[src/rtl/spi_master.sv]
// Mode-0 SPI master, MSB first: one WIDTH-bit word out and one in per frame, all registered in clk.
// Frame = CLKDIV setup + 2*WIDTH half-periods + CLKDIV hold, then SEL_GAP cycles of deselect.
module spi_master #(
    parameter int WIDTH   = 8,
    parameter int CLKDIV  = 8,
    parameter int SEL_GAP = 4
) (
    input  logic             clk,
    input  logic             rst,
    input  logic             start,
    input  logic [WIDTH-1:0] data_in,
    output logic             busy,
    output logic             done,
    output logic [WIDTH-1:0] data_out,
    output logic             ucSCLK,
    output logic             ucMOSI,
    input  logic             ucMISO,
    output logic             ucSEL_
);
    localparam int DW = $clog2(CLKDIV);
    localparam int BW = $clog2(WIDTH + 1);
    localparam int GW = $clog2(SEL_GAP + 1);
    localparam logic [DW-1:0] DIV_LAST = DW'(CLKDIV - 1);
    localparam logic [BW-1:0] BIT_LAST = BW'(WIDTH - 1);
    localparam logic [GW-1:0] GAP_LAST = GW'(SEL_GAP);

    typedef enum logic [2:0] {IDLE, SETUP, XFER, HOLD, GAP} state_t;

    state_t           state;
    logic [WIDTH-1:0] tx_sh;
    logic [WIDTH-1:0] rx_sh;
    logic [DW-1:0]    div_cnt;
    logic [BW-1:0]    bit_cnt;
    logic [GW-1:0]    gap_cnt;
    logic             accept;

    // The final GAP cycle may accept directly so a held start sees ucSEL_ high for exactly SEL_GAP cycles.
    assign accept = start && ((state == IDLE) || (state == GAP && gap_cnt == GAP_LAST));

    always_ff @(posedge clk) begin
        if (rst) begin
            state    <= IDLE;
            ucSEL_   <= 1'b1;
            ucSCLK   <= 1'b0;
            ucMOSI   <= 1'b0;
            busy     <= 1'b0;
            done     <= 1'b0;
            data_out <= '0;
            tx_sh    <= '0;
            rx_sh    <= '0;
            div_cnt  <= '0;
            bit_cnt  <= '0;
            gap_cnt  <= '0;
        end else begin
            done <= 1'b0;
            if (accept) begin
                tx_sh   <= data_in;
                rx_sh   <= '0;
                ucMOSI  <= data_in[WIDTH-1];
                ucSEL_  <= 1'b0;
                ucSCLK  <= 1'b0;
                busy    <= 1'b1;
                div_cnt <= '0;
                bit_cnt <= '0;
                state   <= SETUP;
            end else begin
                case (state)
                    IDLE: begin
                        busy <= 1'b0;
                    end
                    SETUP: begin
                        if (div_cnt == DIV_LAST) begin
                            div_cnt <= '0;
                            state   <= XFER;
                        end else begin
                            div_cnt <= div_cnt + 1'b1;
                        end
                    end
                    XFER: begin
                        if (div_cnt != DIV_LAST) begin
                            div_cnt <= div_cnt + 1'b1;
                        end else begin
                            div_cnt <= '0;
                            ucSCLK  <= ~ucSCLK;
                            // End of a high half: sample MISO late, then present the next MOSI bit.
                            if (ucSCLK) begin
                                rx_sh   <= {rx_sh[WIDTH-2:0], ucMISO};
                                tx_sh   <= {tx_sh[WIDTH-2:0], 1'b0};
                                ucMOSI  <= tx_sh[WIDTH-2];
                                bit_cnt <= bit_cnt + 1'b1;
                                if (bit_cnt == BIT_LAST) begin
                                    state <= HOLD;
                                end
                            end
                        end
                    end
                    HOLD: begin
                        if (div_cnt == DIV_LAST) begin
                            div_cnt  <= '0;
                            ucSEL_   <= 1'b1;
                            data_out <= rx_sh;
                            done     <= 1'b1;
                            gap_cnt  <= GW'(1);
                            state    <= GAP;
                        end else begin
                            div_cnt <= div_cnt + 1'b1;
                        end
                    end
                    GAP: begin
                        if (gap_cnt == GAP_LAST) begin
                            busy  <= 1'b0;
                            state <= IDLE;
                        end else begin
                            gap_cnt <= gap_cnt + 1'b1;
                        end
                    end
                    default: begin
                        busy   <= 1'b0;
                        ucSEL_ <= 1'b1;
                        ucSCLK <= 1'b0;
                        state  <= IDLE;
                    end
                endcase
            end
        end
    end
endmodule

[config.mk]
export PLATFORM = sky130hd
export DESIGN_NAME = spi_master
export DESIGN_NICKNAME = d
export VERILOG_FILES = /design/src/rtl/spi_master.sv
export SDC_FILE = /design/constraint.sdc
export NUM_CORES = 1
export LEC_CHECK = 0
export BUFFER_PORTS_ARGS = -buffer_cell sky130_fd_sc_hd__buf_2
export CAP_MARGIN = 20
export CORE_ASPECT_RATIO = 1.75
export CORE_MARGIN = 10
export CORE_UTILIZATION = 55
export CTS_BUF_LIST = sky130_fd_sc_hd__clkbuf_8
export DETAILED_ROUTE_END_ITERATION = 7
export PLACE_DENSITY = 0.77
export SLEW_MARGIN = 20
export SYNTH_ARGS = -nofsm -noshare
export SYNTH_HDL_FRONTEND = slang
export SYNTH_SLANG_ARGS = --single-unit
[constraint.sdc]
create_clock -name clk -period 2.15 [get_ports clk]
set_input_delay 0.43 -clock clk [delete_from_list [all_inputs] [get_ports clk]]
set_output_delay 0.43 -clock clk [all_outputs]
set_load 0.005 [all_outputs]
After elaboration in Yosys (flattened, before gate mapping)

Index checks and enable logic that the tools add are counted.

Mux-type cells: 31
Reduce and logical (&&, ||, !) cells: 23
Equal/unequal tests: 25
Bitwise gates (word level): 6
Add/subtract/negate cells: 3

Operator list:

| cell                | count |
|---|---|
| $mux 3              | 10 |
| $mux 7              | 4 |
| $ne 3x3->1 const B  | 6 |
| $ne 2x2->1 const B  | 8 |
| $pmux 3 s5          | 1 |
| $reduce_and 7->1    | 2 |
| $pmux 3 s2          | 2 |
| $mux 1              | 11 |
| $eq 3x3->1 const B  | 3 |
| $reduce_and 3->1    | 3 |
| $reduce_bool 2->1   | 4 |
| $reduce_or 4->1     | 2 |
| $add 3x1->3 const B | 2 |
| $eq 3x2->1 const B  | 2 |
| $ne 2x1->1 const B  | 3 |
| $not 1->1           | 6 |
| $pmux 1 s2          | 3 |
| $reduce_and 2->1    | 3 |
| $reduce_or 3->1     | 2 |
| $add 4x1->4 const B | 1 |
| $eq 4x3->1 const B  | 1 |
| $reduce_and 4->1    | 1 |
| $reduce_or 2->1     | 2 |
| $eq 3x1->1 const B  | 1 |
| other kinds (4)     | 5 |

Flip-flop bits (word level): 41
Input port bits: 12
Output and inout port bits: 13
Word-level logic and storage cells: 101

Depth between registers and ports, before layout

Word-level depth: 6
Mapped depth: 8
Depth with buffers taken out: 6

Worst setup path before layout

OpenSTA, ideal clock, no wires.

Kind: register to register
From: register div_cnt[0]
To: register data_out[1]
Arrival time: 1.474 ns
Path slack: 0.604 ns
Cell stages (with the launch flop): 9
Required time: 2.078 ns
Setup time: 0.072 ns
Path through: dfxtp_1 ha_1 ha_1 buf_2 nand2_1 nor3b_1 buf_2 nand2_1 a21oi_1

Longest elaborated chain between the ends: 2

Ends and longest elaborated chain:

| element                           | RTL line | text |
|---|---|---|
| start, declared                   | 32       | `logic [DW-1:0] div_cnt;` |
| start signal, assigned            | 76       | `div_cnt <= div_cnt + 1'b1;` |
| start signal, assigned            | 81       | `div_cnt <= div_cnt + 1'b1;` |
| start signal, assigned            | 106      | `div_cnt <= div_cnt + 1'b1;` |
| $eq 3x3->1                        | 98       | `if (div_cnt == DIV_LAST) begin` |
| $reduce_and 3->1 (no source line) | --       |  |
| end signal, assigned              | 101      | `data_out <= rx_sh;` |
| end, declared                     | 14       | `output logic [WIDTH-1:0] data_out,` |

No other way between the ends.
A chain may end at the register's enable or synchronous reset.

Worst setup path in the final report

From: register div_cnt[0]
To: register gap_cnt[0]

Longest elaborated chain between the ends: 3

Ends and longest elaborated chain:

| element                           | RTL line | text |
|---|---|---|
| $eq 3x3->1                        | 98       |  |
| $ne 2x2->1 (no source line)       | --       |  |
| $reduce_and 4->1 (no source line) | --       |  |
| end signal, assigned              | 114      | `gap_cnt <= gap_cnt + 1'b1;` |
| end, declared                     | 34       | `logic [GW-1:0] gap_cnt;` |

No other way between the ends.

==> flow_summary.json <==
{
  "max_cap_viol_count": 0,
  "p_clk_share_pct": 35.6,
  "startpoint_type": "register",
  "synth_edf_count": 0,
  "synth_ff_type": "dfxtp_1",
  "diodes": 0,
  "layout.cells.non_filler": 271,
  "critPathRequiredTime_ns": 2.35,
  "fillCellCount": 305,
  "post_dp_cell_area_mm2": 0.00189,
  "grt_pass1_wl_mm": 6.43,
  "syn_inst": 205,
  "grt_util_met2_pct": 24.8,
  "dp_slack_ns": 0.394,
  "status": "completed",
  "nets": 245,
  "finalSetupViolations": 0,
  "layout-drive-gt1-share_pct": 20.6,
  "root_buffer": "clkbuf_8",
  "gr-usage-met3_pct": 3.64,
  "ant_nets": 0,
  "vias": 1461,
  "crit_chain": "ha_1 > ha_1 > nand2_1 > nor3b_1 > buf_4 > nor3_1 > a211oi_1",
  "io_pins": 25,
  "crit_path_max_incr_delay_ns": 0.36,
  "area_delta_synth_final_pct": 11.0,
  "avgViaCountPerCell": 5.39,
  "drt-total-wl_mm": 3.60,
  "hold_viol_final": 0,
  "avgRoutedWirePerCell_um": 13.3,
  "die_h_um": 95.3,
  "initial_utilization_pct": 56.8,
  "cpMaxStageDelayCell": "dfxtp_1",
  "cp_max_fo": 11,
  "gr-usage-met1_pct": 12.7,
  "crit_type": "register to register",
  "ys_ff_latch": 41,
  "grt_max_degree": 23,
  "period_needed_ns": 1.81,
  "worstReg2RegStart": "div_cnt[0]",
  "fin_crit_sh_pct": 84.4,
  "grt.overflow.total": 0,
  "crit_path_end_kind": "register",
  "coreArea_mm2": 0.00314,
  "peakVddDrop_uv": 633,
  "post-route-util_pct": 63.0,
  "drc": 0,
  "synth_nets": 222,
  "postCtsSetupBuffers": 0,
  "p_int_mw": 1.07,
  "clock-sinks": 41,
  "cts-buffers-inserted": 5,
  "die_area_mm2": 0.00601,
  "hold_slack_ns": 0.377,
  "io_buffers": 24,
  "syn_avg_cell_area_um2": 8.70,
  "crit_start": "div_cnt[0]",
  "dp.cells": 264,
  "max_freq_ghz": 0.551,
  "hold_path.class": "input port to register",
  "placementRows": 27,
  "hold_start": "ucMISO",
  "synthXorXnorAreaFrac_pct": 2.46,
  "crit_top_cell": "ha_1",
  "antenna_found_initial": 0,
  "slew_viol_final": 0,
  "async_flop_share_pct": 0,
  "p_leak_nw": 0.764,
  "synthMuxAreaShare_pct": 0.561,
  "hpwl_mm": 2.50,
  "power.share.combinational_pct": 7.0,
  "clock_path_buffers": 2,
  "grtUsageTotal_pct": 13.1,
  "worst_slew_pin_slew_ns": 0.481,
  "power_density_mw_per_mm2": 696,
  "cts_htree_levels": 2,
  "cp.arrival_ns": 2.01,
  "synth_compound_area_share_pct": 17.7,
  "firstDrtPassIters": 4,
  "fin_skew_ns": 0.00788,
  "grt_pass1_vias": 1491,
  "ys_warn_count": 0,
  "rsz0062_at_grt": "no",
  "fin_setup_tns_ns": 0,
  "cts_resized": 0,
  "top_usage_layer": "met2",
  "yosysSeqAreaShare_pct": 46.0,
  "synth_simple_gate_area_share_pct": 23.4,
  "die_width_um": 63.0,
  "routabilityCongestion": 0.848,
  "seq_area_um2": 821,
  "switchingPower_mw": 0.309,
  "slew_headroom_pct": 67.8,
  "clock_latency_ns": 0.29,
  "netlist_area_mm2": 0.00178,
  "multi_input_area_um2": 850,
  "p_seq_share_pct": 57.4,
  "clkSlewWorstSetupHoldPaths_ns": 0.08,
  "synth_fa_ha_area_share_pct": 3.51,
  "cts_hold_buffers": 0,
  "ys_types": 40,
  "power_mw": 1.38,
  "drt-initial-drc-count": 29,
  "cts_tree": "yes",
  "swShare_pct": 22.4,
  "final_area_mm2": 0.00198,
  "setup_ws_ns": 0.336,
  "synth_top_family_by_area": "simple AND/OR/NAND/NOR gates"
}
## power groups by stage
stage | logic, mW | clock network, mW | registers [mW]
finish | 0.0966 | 0.490 | 0.791
global route | 0.108 | 0.538 | 0.793
CTS | 0.0977 | 0.511 | 0.791
detailed placement | 0.0975 | 0 | 0.808
global placement | 0.0950 | 0 | 0.808
floorplan | 0.0741 | 0 | 0.804
## worst max-delay path, delay by kind of cell, from the launching register on
kind / cells / cell delay [ns]
buffers and inverters: 1 / 0.21
adders and majority gates: 2 / 0.51
DFF: 1 / 0.36
and+or+nand+nor: 3 / 0.43
AOI/OAI and AO/OA: 1 / 0.21
## layout by cell type (no fill, tap or decap), types with 2 or more instances in the layout
master | Yosys | final
dfxtp_1 | 41 | 41
nand2_2 | 2 | 2
nand3_1 | 6 | 6
ha_1 | 5 | 5
buf_2 | 5 | 24
a21oi_1 | 27 | 27
clkbuf_8 | 0 | 6
a311oi_2 | 5 | 5
o21ai_0 | 2 | 2
nor2_1 | 14 | 14
o21bai_1 | 2 | 2
a21o_1 | 2 | 2
xor2_1 | 3 | 3
inv_1 | 3 | 4
a22oi_1 | 2 | 2
xnor2_1 | 2 | 2
nor3_1 | 5 | 5
buf_4 | 1 | 5
nor2b_1 | 2 | 2
nand2_1 | 51 | 51
and3_1 | 2 | 2
## cell usage after synthesis (all sizes together) (2+ instances only)
library cell	number	area, um^2
nand2	53	204
a21o	2	15.0
a22oi	2	15.0
o21bai	2	15.0
nor2	15	58.8
clkbuf	3	11.3
xor2	3	26.3
a21oi	28	144
ha	5	62.6
and3	2	12.5
xnor2	2	17.5
dfxtp	41	821
nor3	5	25.0
nand3	6	30.0
nor2b	2	12.5
a311oi	6	83.8
o21ai	2	10.0
inv	3	11.3
buf	10	90.1
## sequential cells by signal, summed over array words and instances, names as in the netlist
| register | flops |
|---|---|
| data_out | 8 |
| rx_sh | 8 |
| tx_sh | 7 |
| bit_cnt | 4 |
| div_cnt | 3 |
| gap_cnt | 3 |
| state | 3 |
| busy | 1 |
| done | 1 |
| ucMOSI | 1 |
| ucSCLK | 1 |
| ucSEL_ | 1 |
## layer usage
layer	vias up	wire (um)
met5	-	0
met4	0	94
met3	8	128
met2	26	1850
met1	686	1530
li1	741	-
## path summary, 6_finish.rpt
path | end | slack [ns] | cells after the start
worst max-delay path | gap_cnt[0] | 0.34 | 7
worst min-delay path | rx_sh[0] | 0.38 | 3
worst max register to register | gap_cnt[0] | 0.34 | 7
worst min register to register | data_out[6] | 0.45 | 2
## cells by family after synthesis
| group | after synthesis |
|---|---|
| xor gates and xnor gates | 5 |
| DFF | 41 |
| muxes | 1 |
| AOI/OAI and AO/OA | 46 |
| adders and majority gates | 5 |
| and+or+nand+nor | 91 |
| buffers and inverters | 16 |
## area by class of cell
class / count / share of cell area (%)
tap: 43 / 2.72
clock inverter: 1 / 0.190
clock buffer: 6 / 4.17
multi-input combinational: 148 / 42.9
timing repair buffer: 29 / 7.96
sequential: 41 / 41.5
inverter: 3 / 0.569
No activity file was read; power rests on OpenSTA's default activity.
